## config.mk

```make
export PLATFORM = sky130hd
export DESIGN_NAME = hs_angle_seq_flat
export DESIGN_NICKNAME = d
export VERILOG_FILES = /design/src/rtl/hs_angle_pkg.sv /design/src/rtl/hs_angle_seq_if.sv /design/src/rtl/hs_angle_mulmod.sv /design/src/rtl/hs_angle_seq.sv /design/src/flat_wrapper.sv
export SDC_FILE = /design/constraint.sdc
export NUM_CORES = 1
export LEC_CHECK = 0
export ABC_AREA = 1
export BUFFER_PORTS_ARGS = -buffer_cell sky130_fd_sc_hd__buf_2
export CELL_PAD_IN_SITES_DETAIL_PLACEMENT = 0
export CELL_PAD_IN_SITES_GLOBAL_PLACEMENT = 1
export CORE_MARGIN = 8
export CORE_UTILIZATION = 42
export CTS_CLUSTER_SIZE = 40
export DETAILED_ROUTE_END_ITERATION = 6
export GPL_ROUTABILITY_DRIVEN = 1
export PLACE_DENSITY_LB_ADDON = 0.12
export SYNTH_ARGS = -nofsm -noshare
export SYNTH_HDL_FRONTEND = slang
export SYNTH_SLANG_ARGS = --single-unit
```

## constraint.sdc

```tcl
create_clock -name clk -period 5.29 [get_ports clk]
set_input_delay 0.529 -clock clk [delete_from_list [all_inputs] [get_ports clk]]
set_output_delay 0.529 -clock clk [all_outputs]
set_load 0.01 [all_outputs]
```

## src/rtl/hs_angle_pkg.sv

```systemverilog
// rtl/hs_angle_pkg.sv - shared state type, default sizes and bit-reverse helper for hs_angle_seq
package hs_angle_pkg;

    localparam int DEF_ANGLE_W   = 9;
    localparam int DEF_ANGLE_MOD = 180;
    localparam int DEF_IDX_W     = 8;

    typedef enum logic [1:0] {
        ST_IDLE,
        ST_CALC,
        ST_VALID,
        ST_DONE
    } state_t;

    // Reverses the low n bits of v; bits at and above n come back as zero.
    function automatic logic [31:0] bit_rev(input logic [31:0] v, input int n);
        logic [31:0] r;
        r = '0;
        for (int i = 0; i < n && i < 32; i++) begin
            r[n - 1 - i] = v[i];
        end
        return r;
    endfunction

endpackage

```

## src/rtl/hs_angle_seq_if.sv

```systemverilog
// rtl/hs_angle_seq_if.sv - angle stream handshake between hs_angle_seq and its consumer
interface hs_angle_seq_if
    import hs_angle_pkg::*;
#(
    parameter int ANGLE_W = DEF_ANGLE_W,
    parameter int IDX_W   = DEF_IDX_W
);
    logic [ANGLE_W-1:0] angle;
    logic [IDX_W-1:0]   angle_idx;
    logic               angle_valid;
    logic               angle_ready;

    modport master (
        output angle,
        output angle_idx,
        output angle_valid,
        input  angle_ready
    );

    modport slave (
        input  angle,
        input  angle_idx,
        input  angle_valid,
        output angle_ready
    );
endinterface

```

## src/rtl/hs_angle_mulmod.sv

```systemverilog
// rtl/hs_angle_mulmod.sv - iterative (a + b*c) mod ANGLE_MOD, one multiplier bit per cycle
module hs_angle_mulmod
    import hs_angle_pkg::*;
#(
    parameter int ANGLE_W   = DEF_ANGLE_W,
    parameter int ANGLE_MOD = DEF_ANGLE_MOD,
    parameter int IDX_W     = DEF_IDX_W
) (
    input  logic               clk,
    input  logic               reset_n,
    input  logic               start,
    input  logic [ANGLE_W-1:0] a,
    input  logic [ANGLE_W-1:0] b,
    input  logic [IDX_W-1:0]   c,
    output logic               busy,
    output logic [ANGLE_W-1:0] result
);

    localparam int LEFT_W = $clog2(IDX_W + 1);

    logic [ANGLE_W-1:0] acc, addend, cur_acc, cur_add, nxt_acc, nxt_add;
    logic [IDX_W-1:0]   mult;
    logic [LEFT_W-1:0]  left;
    logic               busy_q, cur_bit;

    function automatic logic [ANGLE_W-1:0] mod_add(input logic [ANGLE_W-1:0] x,
                                                   input logic [ANGLE_W-1:0] y);
        logic [ANGLE_W:0] s;
        s = {1'b0, x} + {1'b0, y};
        if (s >= (ANGLE_W + 1)'(ANGLE_MOD)) s = s - (ANGLE_W + 1)'(ANGLE_MOD);
        return s[ANGLE_W-1:0];
    endfunction

    // Bit 0 is folded in on the start edge, so the result lands IDX_W-1 cycles later.
    always_comb begin
        cur_acc = start ? a : acc;
        cur_add = start ? b : addend;
        cur_bit = start ? c[0] : mult[0];
        nxt_acc = cur_bit ? mod_add(cur_acc, cur_add) : cur_acc;
        nxt_add = mod_add(cur_add, cur_add);
    end

    always_ff @(posedge clk) begin
        if (!reset_n) begin
            acc    <= '0;
            addend <= '0;
            mult   <= '0;
            left   <= '0;
            busy_q <= 1'b0;
        end else if (start) begin
            acc    <= nxt_acc;
            addend <= nxt_add;
            mult   <= c >> 1;
            left   <= LEFT_W'(IDX_W - 1);
            busy_q <= (IDX_W > 1);
        end else if (busy_q) begin
            acc    <= nxt_acc;
            addend <= nxt_add;
            mult   <= mult >> 1;
            left   <= left - LEFT_W'(1);
            if (left == LEFT_W'(1)) busy_q <= 1'b0;
        end
    end

    assign busy   = busy_q;
    assign result = acc;

endmodule

```

## src/rtl/hs_angle_seq.sv

```systemverilog
// rtl/hs_angle_seq.sv - angle sequence generator; bit-reversed ordering built only with HS_ANGLE_BITREV_EN
module hs_angle_seq
    import hs_angle_pkg::*;
#(
    parameter int ANGLE_W   = DEF_ANGLE_W,
    parameter int ANGLE_MOD = DEF_ANGLE_MOD,
    parameter int IDX_W     = DEF_IDX_W
) (
    input  logic               clk,
    input  logic               reset_n,
    input  logic [ANGLE_W-1:0] cfg_start,
    input  logic [ANGLE_W-1:0] cfg_step,
    input  logic [IDX_W-1:0]   cfg_count,
    input  logic               cfg_bitrev,
    input  logic               start,
    input  logic               abort,
    hs_angle_seq_if.master     ang,
    output logic               has_next,
    output logic               done,
    output logic               cfg_err
);

    state_t             state;
    logic [ANGLE_W-1:0] start_r, step_r, angle_q, lin_next;
    logic [IDX_W-1:0]   count_r, idx_q;
    logic               valid_q, has_next_q, done_q, cfg_err_q;
    logic               cfg_ok, xfer, last;

    function automatic logic [ANGLE_W-1:0] mod_add(input logic [ANGLE_W-1:0] x,
                                                   input logic [ANGLE_W-1:0] y);
        logic [ANGLE_W:0] s;
        s = {1'b0, x} + {1'b0, y};
        if (s >= (ANGLE_W + 1)'(ANGLE_MOD)) s = s - (ANGLE_W + 1)'(ANGLE_MOD);
        return s[ANGLE_W-1:0];
    endfunction

    assign cfg_ok   = (cfg_start < ANGLE_W'(ANGLE_MOD)) && (cfg_step < ANGLE_W'(ANGLE_MOD));
    assign xfer     = valid_q && ang.angle_ready;
    assign last     = (idx_q == count_r - IDX_W'(1));
    assign lin_next = mod_add(angle_q, step_r);

`ifdef HS_ANGLE_BITREV_EN
    logic               bitrev_r, mul_start, mul_busy;
    logic [IDX_W-1:0]   rev_q, rev_nxt, mul_c;
    logic [ANGLE_W-1:0] mul_a, mul_b, mul_result;

    // Smallest counter value above rev_q whose reversal lands inside the run.
    always_comb begin
        rev_nxt = rev_q;
        for (int r = (1 << IDX_W) - 1; r > 0; r--) begin
            if (IDX_W'(r) > rev_q && IDX_W'(bit_rev(32'(r), IDX_W)) < count_r)
                rev_nxt = IDX_W'(r);
        end
    end

    always_comb begin
        if (state == ST_IDLE) begin
            mul_a = cfg_start;
            mul_b = cfg_step;
            mul_c = '0;
        end else begin
            mul_a = start_r;
            mul_b = step_r;
            mul_c = IDX_W'(bit_rev(32'(rev_nxt), IDX_W));
        end
    end

    assign mul_start = !abort &&
        ((state == ST_IDLE && start && cfg_ok && cfg_count != '0 && cfg_bitrev) ||
         (state == ST_VALID && xfer && bitrev_r && !last));

    hs_angle_mulmod #(
        .ANGLE_W   (ANGLE_W),
        .ANGLE_MOD (ANGLE_MOD),
        .IDX_W     (IDX_W)
    ) u_mulmod (
        .clk     (clk),
        .reset_n (reset_n),
        .start   (mul_start),
        .a       (mul_a),
        .b       (mul_b),
        .c       (mul_c),
        .busy    (mul_busy),
        .result  (mul_result)
    );
`else
    logic unused_bitrev;
    assign unused_bitrev = cfg_bitrev;
`endif

    always_ff @(posedge clk) begin
        if (!reset_n) begin
            state      <= ST_IDLE;
            start_r    <= '0;
            step_r     <= '0;
            count_r    <= '0;
            angle_q    <= '0;
            idx_q      <= '0;
            valid_q    <= 1'b0;
            has_next_q <= 1'b0;
            done_q     <= 1'b0;
            cfg_err_q  <= 1'b0;
`ifdef HS_ANGLE_BITREV_EN
            bitrev_r   <= 1'b0;
            rev_q      <= '0;
`endif
        end else begin
            done_q <= 1'b0;
            if (abort) begin
                state      <= ST_IDLE;
                valid_q    <= 1'b0;
                has_next_q <= 1'b0;
            end else begin
                case (state)
                    ST_IDLE: if (start) begin
                        if (!cfg_ok) begin
                            cfg_err_q <= 1'b1;
                        end else begin
                            start_r    <= cfg_start;
                            step_r     <= cfg_step;
                            count_r    <= cfg_count;
                            idx_q      <= '0;
                            has_next_q <= 1'b1;
`ifdef HS_ANGLE_BITREV_EN
                            bitrev_r   <= cfg_bitrev;
                            rev_q      <= '0;
`endif
                            if (cfg_count == '0) begin
                                done_q <= 1'b1;
                                state  <= ST_DONE;
                            end
`ifdef HS_ANGLE_BITREV_EN
                            else if (cfg_bitrev) begin
                                state <= ST_CALC;
                            end
`endif
                            else begin
                                angle_q <= cfg_start;
                                valid_q <= 1'b1;
                                state   <= ST_VALID;
                            end
                        end
                    end
`ifdef HS_ANGLE_BITREV_EN
                    ST_CALC: if (!mul_busy) begin
                        angle_q <= mul_result;
                        valid_q <= 1'b1;
                        state   <= ST_VALID;
                    end
`endif
                    ST_VALID: if (xfer) begin
                        if (last) begin
                            valid_q <= 1'b0;
                            done_q  <= 1'b1;
                            state   <= ST_DONE;
                        end else begin
                            idx_q <= idx_q + IDX_W'(1);
`ifdef HS_ANGLE_BITREV_EN
                            if (bitrev_r) begin
                                rev_q   <= rev_nxt;
                                valid_q <= 1'b0;
                                state   <= ST_CALC;
                            end else begin
                                angle_q <= lin_next;
                            end
`else
                            angle_q <= lin_next;
`endif
                        end
                    end
                    ST_DONE: begin
                        has_next_q <= 1'b0;
                        state      <= ST_IDLE;
                    end
                    default: state <= ST_IDLE;
                endcase
            end
        end
    end

    assign ang.angle       = angle_q;
    assign ang.angle_idx   = idx_q;
    assign ang.angle_valid = valid_q;
    assign has_next        = has_next_q;
    assign done            = done_q;
    assign cfg_err         = cfg_err_q;

endmodule

```

## src/flat_wrapper.sv

```systemverilog
// flat-port wrapper written by rule: the top's interface ports become plain ports
module hs_angle_seq_flat import hs_angle_pkg::*;
#(
    parameter int ANGLE_W   = DEF_ANGLE_W,
    parameter int ANGLE_MOD = DEF_ANGLE_MOD,
    parameter int IDX_W     = DEF_IDX_W
)
  (clk, reset_n, cfg_start, cfg_step, cfg_count, cfg_bitrev, start, abort, has_next, done, cfg_err, ang_angle, ang_angle_idx, ang_angle_valid, ang_angle_ready);
  hs_angle_seq_if #(.ANGLE_W(ANGLE_W), .IDX_W(IDX_W)) ang_i ();
  input  logic clk;
  input  logic reset_n;
  input  logic [ANGLE_W-1:0] cfg_start;
  input  logic [ANGLE_W-1:0] cfg_step;
  input  logic [IDX_W-1:0] cfg_count;
  input  logic cfg_bitrev;
  input  logic start;
  input  logic abort;
  output logic has_next;
  output logic done;
  output logic cfg_err;
  output wire logic [$bits(ang_i.angle)-1:0] ang_angle;
  output wire logic [$bits(ang_i.angle_idx)-1:0] ang_angle_idx;
  output wire logic [$bits(ang_i.angle_valid)-1:0] ang_angle_valid;
  input wire logic [$bits(ang_i.angle_ready)-1:0] ang_angle_ready;
  assign ang_angle = ang_i.angle;
  assign ang_angle_idx = ang_i.angle_idx;
  assign ang_angle_valid = ang_i.angle_valid;
  assign ang_i.angle_ready = ang_angle_ready;
  hs_angle_seq #(.ANGLE_W(ANGLE_W), .ANGLE_MOD(ANGLE_MOD), .IDX_W(IDX_W)) u_core (.clk(clk), .reset_n(reset_n), .cfg_start(cfg_start), .cfg_step(cfg_step), .cfg_count(cfg_count), .cfg_bitrev(cfg_bitrev), .start(start), .abort(abort), .ang(ang_i), .has_next(has_next), .done(done), .cfg_err(cfg_err));
endmodule
```

Word level (Yosys, flattened, before mapping)

Index checks and enable logic that the tools add are counted.

Word-level logic and storage cells: 75
Register bits: 40
Memory bits (writable): 0
Memories kept: 0
Memory bits (read-only): 0
Bits in latches: 0
Output and inout port bits: 21
Input bits: 32

$add $sub $neg: 4
Equal/unequal tests: 9
$lt $le $gt $ge: 3
Divide/modulo/power cells: 0
Reduce and logical (&&, ||, !) cells: 14
Shift operators: 0
$mul: 0
Multiplexer cells: 33
Bitwise gates (word level): 3

Operators with widths:

| kind                                                                                 | count |
|---|---|
| 9-bit two-way mux                                                                    | 6 |
| 8-bit two-way mux                                                                    | 4 |
| 9-bit by 8-bit less-than comparator with 1-bit output, second input constant         | 2 |
| 9-bit one-hot mux with 2 select lines                                                | 1 |
| 8-bit one-hot mux with 2 select lines                                                | 1 |
| 1-bit two-way mux                                                                    | 13 |
| 4-bit AND reduction                                                                  | 3 |
| 6-bit AND reduction                                                                  | 2 |
| 9-bit by 9-bit adder with 10-bit output                                              | 1 |
| 10-bit by 8-bit greater-or-equal comparator with 1-bit output, second input constant | 1 |
| 9-bit by 8-bit subtractor with 9-bit output, second input constant                   | 1 |
| 8-bit by 1-bit adder with 8-bit output, second input constant                        | 1 |
| 8-bit equality test                                                                  | 1 |
| 8-bit zero test                                                                      | 1 |
| 2-bit two-way mux                                                                    | 4 |
| 8-bit by 1-bit subtractor with 8-bit output, second input constant                   | 1 |
| 7-bit AND reduction                                                                  | 1 |
| 2-bit by 1-bit != test with 1-bit output, second input constant                      | 3 |
| 2-bit != test, second input constant                                                 | 3 |
| 1-bit one-hot mux with 2 select lines                                                | 3 |
| 2-bit equality test, second input constant                                           | 2 |
| 2-bit one-hot mux with 2 select lines                                                | 1 |
| 2-bit nonzero test                                                                   | 2 |
| 1-bit NOT                                                                            | 3 |
| other kinds (4)                                                                      | 5 |

Longest topological paths before layout

Gate-level depths: netlist of run 1.

Depth in word-level cells: 6
Depth in mapped cells: 20

Worst setup path after synthesis of run 1

Ideal clock, no wire load.

Kind: register -> register
Start point: register u_core.angle_q[0] (netlist: u_core.ang.angle[0])
End point: register u_core.angle_q[6] (netlist: u_core.ang.angle[6])
Data arrival time: 2.142 ns
Buffers on the path: 0
Slack: 3.040 ns
Library setup time: 0.109 ns
Stages on the path, launching flop included: 20
Cell sequence: dfxtp_1 ha_1 inv_1 fa_1 inv_1 nand2_1 nand2_1 nand2_1 nand2_1 nand2_1 nand4_1 nand2_1 nand2_2 nand3_4 nand2_1 nand2_1 nand2_1 nand3_1 nand2_1 inv_1

Word-level cells in the longest chain between the ends: 6
Elaborated cells on any way between the ends: 7
Those cells by class: 2 x add/sub; 1 x order compare; 4 x mux

Ends and longest elaborated chain:

| item                                                                                                                         | RTL line            | RTL |
|---|---|---|
| start: declaration                                                                                                           | hs_angle_seq.sv:24  | `logic [ANGLE_W-1:0] start_r, step_r, angle_q, lin_next;` |
| start signal: assignment                                                                                                     | hs_angle_seq.sv:138 | `angle_q <= cfg_start;` |
| start signal: assignment                                                                                                     | hs_angle_seq.sv:167 | `angle_q <= lin_next;` |
| 9-bit by 9-bit adder with 10-bit output (*)                                                                                  | hs_angle_seq.sv:32  | `s = {1'b0, x} + {1'b0, y};` |
| 9-bit by 8-bit subtractor with 9-bit output or 10-bit by 8-bit greater-or-equal comparator with 1-bit output (tied branches) | hs_angle_seq.sv:33  | `if (s >= (ANGLE_W + 1)'(ANGLE_MOD)) s = s - (ANGLE_W + 1)'(ANGLE_MOD);` |
| 9-bit two-way mux (*)                                                                                                        | hs_angle_seq.sv:33  |  |
| 9-bit two-way mux (*)                                                                                                        | hs_angle_seq.sv:152 | `if (last) begin` |
| 9-bit two-way mux (*)                                                                                                        | hs_angle_seq.sv:151 | `ST_VALID: if (xfer) begin` |
| 9-bit one-hot mux with 2 select lines (*)                                                                                    | hs_angle_seq.sv:114 | `case (state)` |

Mark *: on every way between the ends. The rest lies on a longest branch, timed or not. The select of a mux whose other input is x is not followed.
A chain may end at the register's enable or synchronous reset.

Worst setup path in the final report of run 1

Ends and elaborated chain as after synthesis.

==> results.ini, run 1 <==
[setup_path]
path_max_fanout=9
reg2regPathDepth=19
endpoint_kind=flip-flop
crit_type=flip-flop to flip-flop
cp.required_ns=5.48
r2r-start=u_core.ang.angle[0]
arrival_ns=2.79
setup.worst_path.start_class=flip-flop
r2r-end=u_core.ang.angle[6]
rrSetupSlack_ns=2.68
cp-startpoint=u_core.ang.angle[0]

[clocking]
cts.clk_slew.worst_paths_ns=0.08
cts_buffer_depth=2
clk_latency_ns=0.29
root_buffer=clkbuf_8
cts_tree=built
hold_buffers=0
postCtsResizedCells=0
h-tree-depth=2
cts_sinks=40
numCtsBuffers=5
post_cts_buffers=0

[global_route]
grt_antenna_before_repair=0
grt_overflow=0
grt_pass1_vias=2739
track_usage_pct=15.71
grt_start_max_net_pins=25
grt_first_pass_wirelength_um=12520

[synthesis]
yosysWarningCount=0
yosys_register_bits=40
async_flop_share_pct=0
synthCells=424
syn_nets=470
ys_types=37
yosys_most_used_dff=dfxtp_1
syn_area_um2=2808
netlist.area_leader.share_pct=28.52
synth_edf_count=0
synth_top_area_cell=dfxtp_1
yosys-top-cells-area=dfxtp_1, nand2_1, inv_1
synth_area_per_cell_um2=6.622
yosysSeqAreaShare_pct=28.52

[drt]
avgRoutedWirePerCell_um=13.23
wl_um=7278
num_vias=2700
vias_per_cell=4.909
ant_nets=0
drc_errors=0
drt_first_pass_iters=4
drtIter0Drc=87

[floorplanning]
core_um2=6644
start_util_pct=42.26
die_x_um=97.76
dieArea_um2=9557
fp-row-count=30
dieHeight_um=97.76
boundaryPins=53

[finish]
final_cell_mix=nand2_1, inv_1, buf_2
final_common_cell=nand2_1
syn2layout_area_growth_pct=12.75
antenna_cells=0
design_area_um2=3166
final_nets=518
drive_gt1_share_pct=17.66

[sta]
final-setup-viol-count=0
setup_tns_ns=0
period_minus_slack_ns=2.605
skew_ns=0.006034
rsz0062_at_grt=false
slew_headroom_pct=38.26
fin_crit_sh_pct=49.25
tightest_slew_ns=0.9251
max_freq_ghz=0.3838
maxSlewViolCount=0
final_hold_viol_count=0

[pwr]
swShare_pct=26.79
leakage_nw=1.554
p_seq_share_pct=53.8
intPower_mw=0.4226
ir_drop_v=0.0001095
p_per_area_nw_per_um2=182.4
pwr-share-clk_pct=32.1
net-switching-power_mw=0.1547
p_comb_share_pct=14.1

[placement]
port_buffers=51
gp_congestion=0.7939
dpl.hpwl_um=5731
placed_area_um2=3097

[worst_hold_path]
worst_hold_path.endpoint=u_core.step_r[8]
min_path_type=flip-flop to flip-flop
hp-start=u_core.step_r[8]
min_path_cells=2

[run_status]
status=finished, final reports clean

[flow_run]
drv_cap=0

==> flip-flops by register name, summed over array words and instances, names as in the netlist <==
| signal | flops |
|---|---|
| u_core.done | 1 |
| u_core.state | 2 |
| u_core.cfg_err | 1 |
| u_core.ang.angle | 9 |
| u_core.ang.angle_valid | 1 |
| u_core.step_r | 9 |
| u_core.ang.angle_idx | 8 |
| u_core.count_r | 8 |
| u_core.has_next | 1 |
==> critical path, stage by stage (launching register included) <==
cell and delay, ns:
dfxtp_1 0.36, ha_1 0.21, inv_1 0.07, fa_1 0.39
inv_1 0.07, nand2_1 0.06, nand2_1 0.12, nand3b_1 0.12
nand3_1 0.08, nand2_1 0.13, inv_1 0.12, nand2_1 0.07
nand2_2 0.14, nand3_4 0.15, nand2_1 0.09, nand2_1 0.05
nand2_1 0.06, nand3_1 0.10, nand2_1 0.08, inv_1 0.04
==> worst max path at each step <==
| stage | to | slack (ns) |
|---|---|---|
| 2_1_floorplan | u_core.ang.angle[6] | 3.04 |
| 3_3_place_gp | u_core.ang.angle_idx[2] | 2.62 |
| 3_5_place_dp | u_core.ang.angle_idx[3] | 2.58 |
| 4_1_cts | u_core.ang.angle[6] | 2.67 |
| 5_1_grt | u_core.ang.angle[6] | 2.36 |
| 6_report | u_core.ang.angle[6] | 2.68 |
==> final cells by class <==
cell class	instances	area, um^2
Timing Repair Buffer	51	255.2
Fill cell	747	3478
Tap cell	80	100.1
Clock buffer	5	68.82
Inverter	53	198.9
Sequential cell	40	800.8
Multi-Input combinational cell	321	1742
==> metal layers <==
layer	share of wire, %	GRT usage (%)	wire length [um]
met3	1.9	2.560	140
met4	0.91	3.477	66
met1	46	17.80	3331
met2	51	29.73	3740
met5	0	0	0
==> cell families (layout without fill, tap and decap cells) <==
group / after synthesis / in the layout / share of synthesized area, %
compound gates: 54 / 54 / 10.96
buf+inv: 63 / 109 / 9.447
xor+xnor: 20 / 20 / 6.997
simple gates: 233 / 233 / 37.57
flops: 40 / 40 / 28.52
fa+ha+maj: 14 / 14 / 6.506
==> through the flow <==
step	total power [mW]	util [%]	setup WS [ns]	cells	hold WS, ns
6_report	0.5773	47.65	2.685	550	0.4426
5_1_grt	0.6102	47.65	2.359	550	0.4826
4_1_cts	0.5872	47.65	2.669	550	0.4454
3_5_place_dp	0.3996	46.61	2.582	545	0.4325
3_3_place_gp	0.3989	46.61	2.618	545	0.4285
2_1_floorplan	0.3716	-	3.040	424	0.4173
==> cells in the mapped netlist (2+ instances only) <==
library cell	count
o21ai_0	11
buf_2	2
clkbuf_1	4
a21oi_1	30
xnor2_1	3
xor2_1	15
a21oi_2	6
nor2_2	4
nand3_2	5
nand2_2	4
nor3_1	4
inv_1	51
ha_1	13
nand4_1	11
nand3_1	34
nor2_4	2
o211ai_1	2
inv_2	2
nand2_1	118
buf_6	3
nor2_1	45
dfxtp_1	40
==> power by group through the flow <==
stage | clock network (mW) | registers, mW | logic, mW
2_1_floorplan | 0 | 0.318 | 0.0537
3_3_place_gp | 0 | 0.318 | 0.0811
3_5_place_dp | 0 | 0.318 | 0.0817
4_1_cts | 0.194 | 0.311 | 0.0823
5_1_grt | 0.207 | 0.312 | 0.0921
6_report | 0.185 | 0.311 | 0.0812
Power figures use the tool's default switching activity.
==> run 2: changes to the inputs <==
ABC_AREA = 0   (was 1)
CORE_UTILIZATION = 41   (was 42)
clock period = 2.7 ns   (was 5.29 ns; I/O delays follow)
==> results.ini, run 2 <==
[global_route]
track_usage_pct=16.72
grt_start_max_net_pins=19
grt_first_pass_wirelength_um=12060
grt_antenna_before_repair=0
grt_pass1_vias=2443
grt_overflow=0

[clocking]
cts_buffer_depth=2
cts_sinks=40
hold_buffers=0
cts_tree=built
numCtsBuffers=5
h-tree-depth=2
root_buffer=clkbuf_8
cts.clk_slew.worst_paths_ns=0.09
clk_latency_ns=0.30

[synthesis]
async_flop_share_pct=0
ys_types=64
synthCells=312
synthTopCellsByCount=dfxtp_1, nor2_1, mux2i_1, nand2_1
synth_fa_ha_area_share_pct=6.989
synth_compound_area_share_pct=20.49
yosysSeqAreaShare_pct=30.64
synth_area_per_cell_um2=8.377
synth-xor-area-share_pct=5.697
yosys_most_used_dff=dfxtp_1
synth_top_family_by_area=simple AND/OR/NAND/NOR gates
yosysWarningCount=0
synthMuxAreaShare_pct=7.707
syn_nets=358
netlist.area_leader.share_pct=30.64
yosys_register_bits=40
synth_top_area_cell=dfxtp_1
syn_area_um2=2614
yosys-top-cells-area=dfxtp_1, mux2i_1, ha_1
synthSimpleGateAreaFrac_pct=25.23
synth_edf_count=0

[placement]
port_buffers=51
gp_congestion=0.8634
dpl.hpwl_um=5839

[sta]
holdWs_ns=0.1958
tightest_slew_ns=0.4356
final-setup-viol-count=0
max_freq_ghz=0.3715
period_minus_slack_ns=2.692
maxSlewViolCount=0
final_hold_viol_count=0
skew_ns=0.006445
slew_headroom_pct=70.69
rsz0062_at_grt=true
fin_crit_sh_pct=99.69

[finish]
final_cell_mix=buf_2, nor2_1, dfxtp_1
drive_gt1_share_pct=30.85
final_common_cell=buf_2
syn2layout_area_growth_pct=30.97
antenna_cells=0
fin_util_pct=54.85
final_nets=434

[drt]
drc_errors=0
wl_um=7488
drtIter0Drc=85
num_vias=2568
avgRoutedWirePerCell_um=16.07
vias_per_cell=5.511
drt_first_pass_iters=4
ant_nets=0

[floorplanning]
start_util_pct=41.88
core_um2=6241
dieArea_um2=9186
dieHeight_um=95.85
boundaryPins=53
fp-row-count=29
die_x_um=95.85

[setup_path]
path_max_fanout=5
setup.worst_path.start_class=flip-flop
crit_chain=ha_4, inv_2, fa_2, nor2b_4, o2111ai_4, a2111o_1, o22ai_2, a21boi_4, buf_6, mux2i_1, a31oi_1
arrival_ns=2.88
crit_type=flip-flop to flip-flop
endpoint_kind=flip-flop
cp.required_ns=2.88
critPathMaxStageDelay_ns=0.45
critPathSlowestCell=a2111o_1

[pwr]
ir_drop_v=0.0002203
p_per_area_nw_per_um2=370.2
leakage_nw=1.449
p_total_mw=1.267

[worst_hold_path]
min_path_type=primary input to flip-flop

[flow_run]
drv_cap=0

[run_status]
status=finished, final reports clean

run 2: final timing paths:
path                                          start             endpoint  depth (start not counted)  slack [ns]
worst max register to register  u_core.ang.angle[0]  u_core.ang.angle[2]                         11       0.008
worst min-delay path                          abort      u_core.has_next                          2        0.20
worst min register to register       u_core.cfg_err       u_core.cfg_err                          2        0.49
worst max-delay path            u_core.ang.angle[0]  u_core.ang.angle[2]                         11       0.008
run 2: final cells by class:
class,instances,area [um^2]
Sequential cell,40,805.8
Fill cell,608,2818
Tap cell,77,96.34
Clock buffer,5,68.82
Inverter,13,48.80
Timing Repair Buffer,78,474.2
Clock inverter,3,42.54
Multi-Input combinational cell,250,1887
run 2: layer usage:
| layer | share of wire [%] | vias to the layer above | GRT usage, % |
|---|---|---|---|
| met1 | 50 | 1206 | 22.87 |
| met2 | 45 | 51 | 25.66 |
| li1 | - | 1304 | - |
| met4 | 1.3 | 0 | 5.634 |
| met3 | 3.8 | 7 | 3.198 |
| met5 | 0 | - | 0 |
run 2: cells by family after synthesis:
family,after synthesis
AO/OA/AOI/OAI,72
XOR/XNOR,17
adder cells (fa/ha/maj),14
buffers and inverters,22
flip-flops,40
multiplexers,20
AND/OR/NAND/NOR,127
run 2: what timing repair did:
item,CTS,global route
endpoints found under the setup margin,5,8
pin swaps,8,13
gates resized for setup,10,21
buffers inserted,2,1
run 2: worst max-delay path, delay by kind of cell (launching register included):
family                     cells  cell delay, ns
AOI/OAI and AO/OA              5            1.12
adders and majority gates      2            0.58
buffers and inverters          2            0.17
DFF                            1            0.36
muxes                          1            0.17
and+or+nand+nor                1            0.18
run 2: where the power goes:
part	leakage (nW)	switching, mW	internal, mW
clock	0.0541	0.229	0.274
sequential	0.325	0.00801	0.598
combinational	1.07	0.0870	0.0720
total	1.45	0.324	0.943
run 2: through the flow:
stage / cell area [um^2] / cells / setup TNS [ns] / setup slack [ns]
3_3_place_gp: 3146 / 455 / 0 / 0.003664
3_5_place_dp: 3146 / 455 / -0.1997 / -0.09248
4_1_cts: 3314 / 465 / 0 / 0.02545
6_report: 3423 / 466 / 0 / 0.008397
5_1_grt: 3423 / 466 / -0.3951 / -0.1176
2_1_floorplan: 2638 / 312 / 0 / 0.04137
